[config.mk]
export PLATFORM = sky130hd
export DESIGN_NAME = encode_sched
export DESIGN_NICKNAME = d
export VERILOG_FILES = /design/src/rtl/encode_sched_pkg.sv /design/src/rtl/encode_sched_arb.sv /design/src/rtl/encode_sched.sv
export SDC_FILE = /design/constraint.sdc
export NUM_CORES = 1
export LEC_CHECK = 0
export CAP_MARGIN = 20
export CORE_UTILIZATION = 46
export DETAILED_ROUTE_END_ITERATION = 8
export PLACE_DENSITY = 0.86
export REMOVE_ABC_BUFFERS = 1
export SLEW_MARGIN = 5
export SYNTH_ARGS = -nofsm -noshare
export SYNTH_HDL_FRONTEND = slang
export SYNTH_HIERARCHICAL = 1
export SYNTH_SLANG_ARGS = --single-unit
[constraint.sdc]
create_clock -name clk -period 6.1 [get_ports clk]
set_clock_uncertainty 0.1 [all_clocks]
set_input_delay 0.61 -clock clk [delete_from_list [all_inputs] [get_ports clk]]
set_output_delay 0.61 -clock clk [all_outputs]
set_load 0.05 [all_outputs]
[src/rtl/encode_sched_pkg.sv]
// encode_sched_pkg
// Shared definitions for the encoder scheduler: source encoding,
// one-hot FSM state encoding and default port widths.
package encode_sched_pkg;

  localparam int DATA_W_DEF  = 32;
  localparam int INDEX_W_DEF = 10;

  localparam logic SRC_VARINT = 1'b0;
  localparam logic SRC_RAW    = 1'b1;

  typedef enum logic [2:0] {
    ST_IDLE = 3'b001,
    ST_SEL  = 3'b010,
    ST_SEND = 3'b100
  } state_t;

endpackage

[src/rtl/encode_sched_arb.sv]
// rr_arb2
// Two-requester round-robin arbiter. Priority goes to the requester that
// was not granted last; the last-grant register only moves when the
// parent actually takes a grant (i_upd), which may also be a locked grant
// chosen outside this arbiter.
// Ports:
//   clk, reset     clock, synchronous active-high reset
//   i_req[1:0]     request: bit 0 varint, bit 1 raw
//   i_upd          a grant was taken this cycle
//   i_upd_src      source that was granted
//   o_gnt_vld      at least one requester present
//   o_gnt_src      round-robin winner
module rr_arb2
  import encode_sched_pkg::*;
(
  input  logic       clk,
  input  logic       reset,
  input  logic [1:0] i_req,
  input  logic       i_upd,
  input  logic       i_upd_src,
  output logic       o_gnt_vld,
  output logic       o_gnt_src
);

  logic r_last;

  // Reset to raw so varint wins the first contention.
  always_ff @(posedge clk) begin
    if (reset) begin
      r_last <= SRC_RAW;
    end else if (i_upd) begin
      r_last <= i_upd_src;
    end
  end

  always_comb begin
    o_gnt_vld = |i_req;
    o_gnt_src = SRC_VARINT;
    if (i_req == 2'b11) begin
      o_gnt_src = ~r_last;
    end else if (i_req == 2'b10) begin
      o_gnt_src = SRC_RAW;
    end
  end

endmodule

[src/rtl/encode_sched.sv]
// encode_sched
// Schedules words from two show-ahead FIFOs (varint, raw) onto a single
// registered valid/ready encoder port. A source that has just issued a
// word keeps the grant while its head carries the same message index;
// otherwise the two sources are served round-robin.
// Ports:
//   clk, reset, enable                 clock, sync active-high reset, run enable
//   varint_out_*                       varint FIFO head / empty / pop
//   raw_data_out_*                     raw FIFO head / empty / pop
//   enc_valid/ready/src/data/index/wstrb  encoder port
//   words_sent                         wrapping handshake counter
module encode_sched
  import encode_sched_pkg::*;
#(
  parameter int DATA_W  = DATA_W_DEF,
  parameter int INDEX_W = INDEX_W_DEF
) (
  input  logic               clk,
  input  logic               reset,
  input  logic               enable,
  input  logic               varint_out_fifo_empty,
  input  logic [DATA_W-1:0]  varint_out_data,
  input  logic [INDEX_W-1:0] varint_out_index,
  output logic               varint_out_fifo_pop,
  input  logic               raw_data_out_fifo_empty,
  input  logic [DATA_W-1:0]  raw_data_out_data,
  input  logic [INDEX_W-1:0] raw_data_out_index,
  input  logic [3:0]         raw_data_out_wstrb,
  output logic               raw_data_out_fifo_pop,
  output logic               enc_valid,
  input  logic               enc_ready,
  output logic               enc_src,
  output logic [DATA_W-1:0]  enc_data,
  output logic [INDEX_W-1:0] enc_index,
  output logic [3:0]         enc_wstrb,
  output logic [15:0]        words_sent
);

  state_t r_state;
  state_t w_state_nxt;

  logic               r_lock_vld;
  logic               r_lock_src;
  logic [INDEX_W-1:0] r_lock_idx;

  logic               r_enc_valid;
  logic               r_enc_src;
  logic [DATA_W-1:0]  r_enc_data;
  logic [INDEX_W-1:0] r_enc_index;
  logic [3:0]         r_enc_wstrb;
  logic [15:0]        r_words_sent;

  logic w_v_hit;
  logic w_r_hit;
  logic w_lock_hit;
  logic w_arb_vld;
  logic w_arb_src;
  logic w_gnt_vld;
  logic w_gnt_src;
  logic w_take;

  // Lock holds only while the locked source still presents the same index.
  assign w_v_hit    = !varint_out_fifo_empty && (varint_out_index == r_lock_idx);
  assign w_r_hit    = !raw_data_out_fifo_empty && (raw_data_out_index == r_lock_idx);
  assign w_lock_hit = r_lock_vld && ((r_lock_src == SRC_VARINT) ? w_v_hit : w_r_hit);

  rr_arb2 u_arb (
    .clk       (clk),
    .reset     (reset),
    .i_req     ({!raw_data_out_fifo_empty, !varint_out_fifo_empty}),
    .i_upd     (w_take),
    .i_upd_src (w_gnt_src),
    .o_gnt_vld (w_arb_vld),
    .o_gnt_src (w_arb_src)
  );

  assign w_gnt_vld = w_lock_hit || w_arb_vld;
  assign w_gnt_src = w_lock_hit ? r_lock_src : w_arb_src;

  always_comb begin
    w_state_nxt           = r_state;
    w_take                = 1'b0;
    varint_out_fifo_pop   = 1'b0;
    raw_data_out_fifo_pop = 1'b0;
    unique case (r_state)
      ST_IDLE: begin
        if (enable) w_state_nxt = ST_SEL;
      end
      ST_SEL: begin
        if (!enable) begin
          w_state_nxt = ST_IDLE;
        end else if (w_gnt_vld) begin
          w_take      = 1'b1;
          w_state_nxt = ST_SEND;
        end
      end
      ST_SEND: begin
        if (enc_ready) w_state_nxt = ST_SEL;
      end
      default: w_state_nxt = ST_IDLE;
    endcase
    // Pops are combinational, so block them while reset is held.
    if (reset) w_take = 1'b0;
    varint_out_fifo_pop   = w_take && (w_gnt_src == SRC_VARINT);
    raw_data_out_fifo_pop = w_take && (w_gnt_src == SRC_RAW);
  end

  always_ff @(posedge clk) begin
    if (reset) begin
      r_state      <= ST_IDLE;
      r_lock_vld   <= 1'b0;
      r_lock_src   <= SRC_VARINT;
      r_lock_idx   <= '0;
      r_enc_valid  <= 1'b0;
      r_enc_src    <= SRC_VARINT;
      r_enc_data   <= '0;
      r_enc_index  <= '0;
      r_enc_wstrb  <= 4'h0;
      r_words_sent <= 16'h0000;
    end else begin
      r_state <= w_state_nxt;
      if (w_take) begin
        r_enc_valid <= 1'b1;
        r_enc_src   <= w_gnt_src;
        r_lock_vld  <= 1'b1;
        r_lock_src  <= w_gnt_src;
        if (w_gnt_src == SRC_RAW) begin
          r_enc_data  <= raw_data_out_data;
          r_enc_index <= raw_data_out_index;
          r_enc_wstrb <= raw_data_out_wstrb;
          r_lock_idx  <= raw_data_out_index;
        end else begin
          r_enc_data  <= varint_out_data;
          r_enc_index <= varint_out_index;
          r_enc_wstrb <= 4'hF;
          r_lock_idx  <= varint_out_index;
        end
      end else if ((r_state == ST_SEL) && enable) begin
        // Evaluated in SEL with nothing taken: the lock condition failed.
        r_lock_vld <= 1'b0;
      end
      if ((r_state == ST_SEND) && enc_ready) begin
        r_enc_valid  <= 1'b0;
        r_words_sent <= r_words_sent + 16'd1;
      end
    end
  end

  assign enc_valid  = r_enc_valid;
  assign enc_src    = r_enc_src;
  assign enc_data   = r_enc_data;
  assign enc_index  = r_enc_index;
  assign enc_wstrb  = r_enc_wstrb;
  assign words_sent = r_words_sent;

endmodule

==> out/qor.yml <==
outcome:
  outcome: "complete, no violations"
synth:
  synth_top_area_frac: 0.363
  syn-cell-area_um2: 3800
  yosysUniqueCellTypes: 47
  synth_top_cell_by_area: "dfxtp_1"
  synth_ff_type: "dfxtp_1"
  ys_async_sr_fraction: 0
  synth_seq_cells: 69
  yosys_warnings: 6
  synthTopCellsByCount: "dfxtp_1, nor3_1, nand3_1, o21ai_0, a311oi_2"
  yosysMostFrequentCell: "dfxtp_1"
  synth_edf_count: 0
  postSynthCellCount: 422
  ys_top_cells_by_area: "dfxtp_1, a311oi_2, nor3_1"
  seq_area_frac_synth: 0.363
  syn_area_per_cell_um2: 9.01
sta:
  setup_viol: 0
  hold_viol_final: 0
  slew_viol_final: 0
  rsz0062_at_grt: "false"
  layout_worst_path_cycle_share: 0.761
  period_minus_slack_ps: 4640
  worst_pin_slew_ps: 952
  hold_ws_ps: 374
  clock.fmax_mhz: 215
  slew_headroom: 0.366
  finalSetupTns_ps: 0
pwr:
  ir_worst_vdd_mv: 0.0868
  internal_power_mw: 0.703
  p_clk_frac: 0.345
  powerDensity_nw_per_um2: 171
  power_leakage_nw: 1.78
  p_switching_mw: 0.240
  seq_power_share: 0.490
  p_sw_frac: 0.255
  p_comb_frac: 0.165
routing:
  wire_per_inst_um: 17.1
  drt_pass1_iterations: 4
  drt-vias-per-instance: 5.89
  route.detailed.drc: 0
  vias: 3911
  highest_layer: "met4"
  antenna_left: 0
  wl_met2_um: 5480
  dr_wl_met3_um: 776
  wl_um: 11400
  wl_met1_um: 4750
  first_iter_violations: 179
place:
  routabilityCongestion: 0.906
  port_buffers: 159
  dp_hpwl_um: 7620
  dp_cells: 650
clock_network:
  cts_tree: "done"
  insertion_delay_ps: 330
  cts_resized: 0
  clock_sinks: 69
  root_buffer: "clkbuf_8"
  numCtsBuffers: 9
  cts_setup_buffers: 0
  htreeDepth: 3
  clk_path_buf_depth: 2
  clk_pin_slew_ps: 70
  cts_hold_buf: 0
setup_path:
  r2r_slack_ps: 2840
  path_class: "in2out"
  critical_path_arrival_ps: 3930
  required_ps: 5390
  r2r_cells: 7
  cp-start-kind: "input pin"
  end_kind: "output port"
  cp_max_fo: 45
floorplanning:
  core_um2: 7850
  initial_core_util: 0.484
  rows: 32
  fp.dieW_um: 92.9
  dieArea_um2: 8630
  ios: 160
  die_y_um: 92.9
flow_run:
  maxCapViolations: 0
min_path:
  holdPathStages: 2
  hold_path.class: "reg2reg"
grt:
  grt_pass1_vias: 3797
  grt_pass1_wl_um: 18300
  grt_usage: 0.267
  antenna_found_initial: 0
  grt_max_degree: 73
  grt.overflow.total: 0
finish:
  drive_gt1_frac: 0.117
  fillers: 647
  finalNetCount: 654
  num_antenna_cells: 0
  synthToLayoutAreaGrowth_pct: 45.2
  instances_no_fill: 664
==> state kept, by name, summed over array words and instances (netlist names) <==
signal,flops
u_arb/r_last,1
enc_src,1
enc_valid,1
r_lock_vld,1
enc_wstrb,4
enc_index,10
enc_data,32
words_sent,16
r_state,3
==> worst paths after layout <==
path | from | to
hold reg to reg | enc_wstrb[2] | enc_wstrb[2]
setup / recovery | varint_out_index[0] | varint_out_fifo_pop
hold / removal | enc_wstrb[2] | enc_wstrb[2]
setup reg to reg | enc_index[0] | u_arb/r_last
==> final cells by class <==
class / instances / area (um2) / area share
multi-input combinational: 306 / 2180 / 0.394
timing repair buffer: 165 / 1630 / 0.296
sequential: 69 / 1380 / 0.250
clock buffer: 12 / 155 / 0.0281
tap: 102 / 128 / 0.0231
inverter: 8 / 35.0 / 0.00635
clock inverter: 2 / 10.0 / 0.00181
==> kinds of logic (layout without fill, tap and decap cells) <==
kind of cell,Yosys count,in the layout,share of synthesized area
simple gates,162,162,0.233
fa+ha+maj,1,1,0.00329
flops,69,69,0.363
xor+xnor,32,32,0.0737
compound gates,110,110,0.256
buf+inv,47,187,0.0678
mux,1,1,0.00263
==> cells in the final DEF (no fill, tap or decap), types with 2 or more instances in the layout <==
cell type,netlist,final
clkdlybuf4s50_1,0,158
or2_2,2,2
or3_1,4,4
buf_4,0,7
clkbuf_8,0,11
and3_1,3,3
nor3_1,48,48
nand2_1,9,9
a2bb2oi_1,4,4
nand2b_1,6,6
dfxtp_1,69,69
clkinv_2,0,2
nor2_1,19,19
inv_1,7,7
a311oi_2,35,35
nand3_1,47,46
a21oi_1,9,9
nand4_1,6,6
a311oi_1,7,7
o21ai_0,46,46
and4_1,2,2
xor2_1,17,17
xnor2_1,15,15
nor4_1,5,5
==> power groups by stage <==
stage                     logic, mW  registers (mW)  clock network (mW)
final                         0.155           0.462               0.326
after global routing          0.166           0.463               0.355
after CTS                     0.156           0.462               0.330
after detailed placement      0.155           0.472                   0
after global placement        0.152           0.472                   0
after floorplan              0.0505           0.484                   0
==> layer usage <==
| layer | vias up | GRT usage |
|---|---|---|
| li1 | 1857 | - |
| met4 | 0 | 0.132 |
| met5 | - | 0 |
| met2 | 174 | 0.444 |
| met1 | 1843 | 0.329 |
| met3 | 37 | 0.0501 |
==> through the flow <==
| step | utilization | area (um2) | worst slack, ps | power [mW] |
|---|---|---|---|---|
| after global placement | 0.682 | 5360 | 1620 | 0.624 |
| after CTS | 0.703 | 5520 | 1550 | 0.947 |
| final | 0.703 | 5520 | 1460 | 0.943 |
| after detailed placement | 0.682 | 5360 | 1560 | 0.627 |
| after global routing | 0.703 | 5520 | 1300 | 0.984 |
| after floorplan | - | 3580 | 1750 | 0.534 |
==> worst max-delay path, cell delays in order <==
cell	delay (ps)
clkdlybuf4s50_1	430
xor2_1	150
nor4_1	670
a41o_2	910
nor2_2	190
nor2_1	150
clkdlybuf4s50_1	810
(Power assumes the default switching activity.)
